## config.mk

```make
export PLATFORM = sky130hd
export DESIGN_NAME = mole_scheduler
export DESIGN_NICKNAME = d
export VERILOG_FILES = /design/src/rtl/mole_scheduler.sv
export SDC_FILE = /design/constraint.sdc
export NUM_CORES = 1
export LEC_CHECK = 0
export BUFFER_PORTS_ARGS = -buffer_cell sky130_fd_sc_hd__buf_4
export CAP_MARGIN = 20
export CORE_AREA = 2 2 94 69
export CTS_BUF_LIST = sky130_fd_sc_hd__clkbuf_8
export DETAILED_ROUTE_END_ITERATION = 16
export DIE_AREA = 0 0 96 71
export HOLD_SLACK_MARGIN = 0.05
export PLACE_DENSITY = 0.92
export SYNTH_ARGS = -nofsm -noshare
export SYNTH_HDL_FRONTEND = slang
export SYNTH_SLANG_ARGS = --single-unit
```

## constraint.sdc

```tcl
create_clock -name i_clk -period 7.9 [get_ports i_clk]
set_clock_uncertainty 0.1 [all_clocks]
set_input_delay 1.185 -clock i_clk [delete_from_list [all_inputs] [get_ports i_clk]]
set_output_delay 1.185 -clock i_clk [all_outputs]
set_load 0.1 [all_outputs]
```

## src/rtl/mole_scheduler.sv

```systemverilog
// ---------------------------------------------------------------------------
// mole_scheduler
//
// Purpose:
//   Mole placement and timing engine for whack-a-mole. A free-running Galois
//   LFSR supplies candidate hole indices. Candidates that are out of range or
//   equal to the previous mole are rejected, so there is no modulo bias and
//   no immediate repeat. The engine shows each mole for a lifetime, reports
//   player hits, wrong-hole hits and misses, and then leaves a blank gap
//   before the next mole.
//
// Optional feature (compile-time macro MOLE_SPEEDUP_EN):
//   Each correct hit shortens later lifetimes by SPEEDUP_STEP, down to a
//   floor of MIN_LIFETIME. With the macro undefined, the lifetime is
//   i_lifetime exactly and no offset register is built.
//
// Ports:
//   i_clk              system clock
//   i_rst              asynchronous active-high reset
//   i_enable           run (1) / pause (0)
//   i_lifetime         mole visible time in cycles, sampled at spawn
//   i_hit_valid        one-cycle hit strobe
//   i_hit_pos          hole index of the hit
//   o_mole_valid       a mole is currently shown
//   o_mole_pos         index of the current or last mole
//   o_mole_onehot      one-hot of the shown mole, 0 when none is shown
//   o_position_changed one-cycle pulse when a mole spawns
//   o_hit_ok           pulse: correct hit
//   o_hit_wrong        pulse: hit on an empty hole while a mole is shown
//   o_miss             pulse: lifetime expired without a hit
// ---------------------------------------------------------------------------
module mole_scheduler #(
    parameter int                N_HOLES      = 5,
    parameter int                POS_W        = 3,
    parameter int                LFSR_W       = 16,
    parameter logic [LFSR_W-1:0] LFSR_TAPS    = 16'hB400,
    parameter logic [LFSR_W-1:0] LFSR_SEED    = 16'hACE1,
    parameter int                CNT_W        = 28,
    parameter int                GAP_CYCLES   = 25000000,
    parameter int                SPEEDUP_STEP = 5000000,
    parameter int                MIN_LIFETIME = 10000000
) (
    input  logic               i_clk,
    input  logic               i_rst,
    input  logic               i_enable,
    input  logic [CNT_W-1:0]   i_lifetime,
    input  logic               i_hit_valid,
    input  logic [POS_W-1:0]   i_hit_pos,
    output logic               o_mole_valid,
    output logic [POS_W-1:0]   o_mole_pos,
    output logic [N_HOLES-1:0] o_mole_onehot,
    output logic               o_position_changed,
    output logic               o_hit_ok,
    output logic               o_hit_wrong,
    output logic               o_miss
);

    if (N_HOLES < 2 || N_HOLES > 16 || (2**POS_W) < N_HOLES || LFSR_W < POS_W ||
        GAP_CYCLES < 1 || SPEEDUP_STEP < 0 || MIN_LIFETIME < 0) begin : g_param_check
        $error("mole_scheduler: illegal parameter combination");
    end

    // An all-zero LFSR would lock up, so a zero seed is replaced by 1.
    localparam logic [LFSR_W-1:0] SEED_SAFE = (LFSR_SEED == '0) ? LFSR_W'(1) : LFSR_SEED;
    localparam logic [CNT_W-1:0]  GAP_LOAD  = CNT_W'(GAP_CYCLES);
    // last_pos is one bit wider than a position so that N_HOLES always fits
    // as the "no previous mole" marker, even when N_HOLES == 2**POS_W.
    localparam logic [POS_W:0]    HOLES_LIM = (POS_W+1)'(N_HOLES);

    typedef enum logic [1:0] {
        IDLE = 2'd0,
        PICK = 2'd1,
        SHOW = 2'd2,
        GAP  = 2'd3
    } state_t;

    state_t             state_q, state_d;
    logic [LFSR_W-1:0]  lfsr_q, lfsr_d;
    logic [POS_W:0]     last_pos_q, last_pos_d;
    logic [CNT_W-1:0]   cnt_q, cnt_d;
    logic               mole_valid_q, mole_valid_d;
    logic [POS_W-1:0]   mole_pos_q, mole_pos_d;
    logic [N_HOLES-1:0] mole_onehot_q, mole_onehot_d;
    logic               pos_changed_q, pos_changed_d;
    logic               hit_ok_q, hit_ok_d;
    logic               hit_wrong_q, hit_wrong_d;
    logic               miss_q, miss_d;

    logic [POS_W-1:0]   cand;
    logic               cand_ok;
    logic [CNT_W-1:0]   eff_lifetime;
    logic [CNT_W-1:0]   life_load;

    // Galois LFSR step: shift right, fold the taps in when a 1 falls out.
    always_comb begin
        lfsr_d = lfsr_q >> 1;
        if (lfsr_q[0]) begin
            lfsr_d = lfsr_d ^ LFSR_TAPS;
        end
    end

    // Rejection sampling: only in-range candidates that differ from the
    // previous mole are accepted; anything else waits for the next LFSR value.
    always_comb begin
        cand    = lfsr_q[POS_W-1:0];
        cand_ok = ({1'b0, cand} < HOLES_LIM) && ({1'b0, cand} != last_pos_q);
    end

`ifdef MOLE_SPEEDUP_EN
    localparam logic [CNT_W-1:0] MIN_LIFE = CNT_W'(MIN_LIFETIME);
    localparam logic [CNT_W:0]   STEP_EXT = (CNT_W+1)'(SPEEDUP_STEP);

    logic [CNT_W-1:0] offset_q, offset_d;
    logic [CNT_W:0]   offset_sum;

    // Lifetimes already below the floor pass through untouched; otherwise
    // the offset is subtracted but never takes the result under the floor.
    always_comb begin
        if (i_lifetime < MIN_LIFE) begin
            eff_lifetime = i_lifetime;
        end else if (offset_q > (i_lifetime - MIN_LIFE)) begin
            eff_lifetime = MIN_LIFE;
        end else begin
            eff_lifetime = i_lifetime - offset_q;
        end
    end

    // The offset grows by one step per correct hit and saturates at all-ones.
    always_comb begin
        offset_sum = {1'b0, offset_q} + STEP_EXT;
        offset_d   = offset_q;
        if (hit_ok_d) begin
            offset_d = offset_sum[CNT_W] ? '1 : offset_sum[CNT_W-1:0];
        end
    end

    always_ff @(posedge i_clk or posedge i_rst) begin
        if (i_rst) begin
            offset_q <= '0;
        end else begin
            offset_q <= offset_d;
        end
    end
`else
    always_comb begin
        eff_lifetime = i_lifetime;
    end
`endif

    // A zero lifetime still shows the mole for one cycle.
    always_comb begin
        life_load = (eff_lifetime == '0) ? CNT_W'(1) : eff_lifetime;
    end

    // Next-state and registered-output logic. Pulses default low every cycle;
    // with i_enable low the PICK, SHOW and GAP states freeze completely.
    always_comb begin
        state_d       = state_q;
        cnt_d         = cnt_q;
        last_pos_d    = last_pos_q;
        mole_valid_d  = mole_valid_q;
        mole_pos_d    = mole_pos_q;
        mole_onehot_d = mole_onehot_q;
        pos_changed_d = 1'b0;
        hit_ok_d      = 1'b0;
        hit_wrong_d   = 1'b0;
        miss_d        = 1'b0;

        unique case (state_q)
            IDLE: begin
                if (i_enable) begin
                    state_d = PICK;
                end
            end
            PICK: begin
                if (i_enable && cand_ok) begin
                    mole_pos_d    = cand;
                    mole_onehot_d = N_HOLES'(1) << cand;
                    mole_valid_d  = 1'b1;
                    pos_changed_d = 1'b1;
                    last_pos_d    = {1'b0, cand};
                    cnt_d         = life_load;
                    state_d       = SHOW;
                end
            end
            SHOW: begin
                if (i_enable) begin
                    // A correct hit takes priority over a simultaneous expiry.
                    if (i_hit_valid && (i_hit_pos == mole_pos_q)) begin
                        hit_ok_d      = 1'b1;
                        mole_valid_d  = 1'b0;
                        mole_onehot_d = '0;
                        cnt_d         = GAP_LOAD;
                        state_d       = GAP;
                    end else begin
                        if (i_hit_valid) begin
                            hit_wrong_d = 1'b1;
                        end
                        if (cnt_q == CNT_W'(1)) begin
                            miss_d        = 1'b1;
                            mole_valid_d  = 1'b0;
                            mole_onehot_d = '0;
                            cnt_d         = GAP_LOAD;
                            state_d       = GAP;
                        end else begin
                            cnt_d = cnt_q - CNT_W'(1);
                        end
                    end
                end
            end
            GAP: begin
                if (i_enable) begin
                    if (cnt_q <= CNT_W'(1)) begin
                        state_d = PICK;
                    end else begin
                        cnt_d = cnt_q - CNT_W'(1);
                    end
                end
            end
            default: begin
                state_d = IDLE;
            end
        endcase
    end

    // State, LFSR and output registers; reset clears everything at once.
    always_ff @(posedge i_clk or posedge i_rst) begin
        if (i_rst) begin
            state_q       <= IDLE;
            lfsr_q        <= SEED_SAFE;
            last_pos_q    <= HOLES_LIM;
            cnt_q         <= '0;
            mole_valid_q  <= 1'b0;
            mole_pos_q    <= '0;
            mole_onehot_q <= '0;
            pos_changed_q <= 1'b0;
            hit_ok_q      <= 1'b0;
            hit_wrong_q   <= 1'b0;
            miss_q        <= 1'b0;
        end else begin
            state_q       <= state_d;
            lfsr_q        <= lfsr_d;
            last_pos_q    <= last_pos_d;
            cnt_q         <= cnt_d;
            mole_valid_q  <= mole_valid_d;
            mole_pos_q    <= mole_pos_d;
            mole_onehot_q <= mole_onehot_d;
            pos_changed_q <= pos_changed_d;
            hit_ok_q      <= hit_ok_d;
            hit_wrong_q   <= hit_wrong_d;
            miss_q        <= miss_d;
        end
    end

    assign o_mole_valid       = mole_valid_q;
    assign o_mole_pos         = mole_pos_q;
    assign o_mole_onehot      = mole_onehot_q;
    assign o_position_changed = pos_changed_q;
    assign o_hit_ok           = hit_ok_q;
    assign o_hit_wrong        = hit_wrong_q;
    assign o_miss             = miss_q;

endmodule

```

==> results_dict.tcl <==
set metrics [dict create \
    fp.dieW_um 96 \
    tightest_slew_ns 0.950 \
    yosysTopAreaCell "dfrtp_1" \
    cts_buffer_depth 2 \
    core_area_um2 5980 \
    die-height_um 71 \
    synth_top_area_share_pct 37.4 \
    max-cap-violations 0 \
    gp_congestion 0.955 \
    worstPathMaxFanout 14 \
    synth_edf_count 0 \
    drive_above_1_share_pct 25.5 \
    grtUsageMet2_pct 36.2 \
    cts_hold_repair.buffers 0 \
    powerDensity_nw_per_um2 156 \
    wl_mm 8.46 \
    nets 423 \
    ys.flop_type "dfrtp_1" \
    ir_worst_vdd_v 0.000112 \
    cp.required_ns 8.04 \
    gr-total-overflow 0 \
    ant_nets 0 \
    initialDrtViolationCount 430 \
    viasPerCell 6.57 \
    crit_chain "buf_4, xor2_1, o41ai_2, a31oi_4, nor2_1, o21ai_0, a22o_1" \
    power_w 0.000624 \
    clk_pin_slew_ns 0.08 \
    synth.avg_cell_area_um2 10.0 \
    min_period_ns 3.29 \
    synth_warnings 0 \
    cts_root_buf "clkbuf_8" \
    crit_path_max_incr_delay_ns 0.75 \
    io_buffers 47 \
    status "finished clean" \
    slowest_stage "nor2_1" \
    setup_viol 0 \
    cts_max_level 3 \
    drc 0 \
    clk_latency_ns 0.35 \
    yosysSeqAreaShare_pct 45.1 \
    areaGrowthSynthToFinish_pct 17.0 \
    dr.pass1.iters 6 \
    synthCells 340 \
    postCtsSetupBuffers 0 \
    grt.busiest_layer "met1" \
    synth.area.top_cells "dfrtp_1, dfstp_2, nor2_1, nor4_1, ha_1" \
    startpoint_type "primary input" \
    synth_cell_type_count 68 \
    grtUsageTotal_pct 26.3 \
    ios 48 \
    p_leak_nw 1.81 \
    fmax_mhz 304 \
    final_cells 463 \
    tns_ns 0 \
    grt_pass1_wl_mm 13.7 \
    rsz0062_at_grt "false" \
    hold_class "reg -> reg" \
    synth_nets 383 \
    grt_use_met1_pct 38.9 \
    slew_headroom_pct 36.4 \
    arrival_ns 3.43 \
    criticalPathCategory "in -> reg" \
    hpwl_mm 5.80 \
    grtUsageMet3_pct 9.27 \
    synth_area_um2 3410 \
    via_count 3041 \
    async_reset_ff_share_pct 100 \
    post-route-period-util_pct 41.6 \
    finalHoldViolCount 0 \
    numClockSinks 61 \
    dieArea_um2 6820 \
    avgRoutedWirePerCell_um 18.3 \
    numCtsBuffers 9 \
    grt_pass1_vias 2787 \
    antenna_found_initial 0 \
    start_util_pct 57.1 \
    grt_max_degree 62 \
    antenna_cells 0 \
    rows 24 \
    crit_path_end_kind "register" \
    cts_tree "done" \
    cts.repair.resized 0 \
    place_inst 446 \
    drv_slew 0 \
    path_buf_inv 1 \
    synth-seq-cells 61 \
    path_delay_family "compound AO/OA/AOI/OAI gates" \
]
[metal layers]
layer	vias up	wire, µm	share of wire, %
met3	26	896	11
met4	0	152	1.8
met5	-	0	0
met1	1462	3600	43
li1	1366	-	-
met2	187	3810	45
[cell usage in the layout (no fill, tap or decap), types with 10 or more instances in the layout]
cell type   n
nor4_1     17
o21ai_0    14
dfstp_2    10
nor2_1     35
nand2_1    16
inv_1      15
buf_4      48
dfrtp_1    51
o22a_1     10
a21oi_1    12
[sequential cells by signal (all words and copies together) (netlist names)]
register            count
lfsr_q                 16
cnt_q                  28
o_hit_wrong             1
last_pos_q              2
o_hit_ok                1
o_position_changed      1
o_mole_valid            1
o_miss                  1
o_mole_pos              3
o_mole_onehot           5
state_q                 2
[cells by family (layout without fill, tap and decap cells)]
logic type | count (synthesis) | count (layout) | share of synthesized area [%]
DFF | 61 | 61 | 45.1
xor gates and xnor gates | 7 | 7 | 1.80
AOI/OAI and AO/OA | 103 | 103 | 23.0
buffers and inverters | 36 | 81 | 4.84
and+or+nand+nor | 118 | 118 | 20.0
muxes | 7 | 7 | 2.28
adders and majority gates | 8 | 8 | 2.94
[report_power, final]
part | switching [W] | internal [W]
Combinational | 0.0000173 | 0.0000162
Sequential | 0 | 0.000312
Clock | 0.000132 | 0.000146
[per-stage QoR]
step	util (%)	instance area [µm²]	hold slack (ns)	setup WS [ns]
floorplan	-	3410	0.231	4.95
global placement	63.0	3760	0.235	4.44
detailed placement	63.0	3760	0.239	4.38
CTS	66.3	3960	0.253	4.71
global route	66.8	3990	0.258	4.50
finish	66.8	3990	0.251	4.61
[cell type report]
type                    count  area (µm²)
fillers                   439        1990
multi-input cells         243        1710
flip-flops and latches     61        1540
repair buffers             49         388
clock buffers               9         124
well taps                  78        97.6
clock inverters             7        75.1
inverters                  16        60.1
[cell usage after synthesis, drive strengths merged (3+ instances only)]
master and count:
o22ai 3, xor2 7, nor2 35, a22o 3, nand2 16, or4 6
a21oi 12, a31oi 10, buf 7, nand4 3, or3 5, nor3 13
or2 4, a32oi 6, a41oi 4, inv 16, a32o 3, dfrtp 51
o21a 6, mux2 6, ha 8, a22oi 4, o2bb2ai 9, nor4 19
dfstp 10, o22a 10, nand3 4, clkbuf 13, a2bb2oi 3, o21ai 17
[worst register-to-register path, delay by kind of cell (launching register included)]
kind | cells | cell delay [ns]
simple gates | 3 | 1.84
compound gates | 3 | 0.69
flops | 1 | 0.46
[worst paths after layout]
path,start,end,slack (ns),cells past startpoint
max in group asynchronous,i_rst,cnt_q[12]$_DFFE_PP0P_,6.24,3
worst max-delay path,i_hit_pos[0],cnt_q[26]$_DFFE_PP0P_,4.61,7
worst min register to register,lfsr_q[9]$_DFF_PP0_,lfsr_q[8]$_DFF_PP0_,0.25,0
worst min-delay path,lfsr_q[9]$_DFF_PP0_,lfsr_q[8]$_DFF_PP0_,0.25,0
min in group asynchronous,i_rst,cnt_q[5]$_DFFE_PP0P_,0.95,3
worst max register to register,cnt_q[17]$_DFFE_PP0P_,cnt_q[26]$_DFFE_PP0P_,4.70,6
Power figures use the tool's default switching activity.
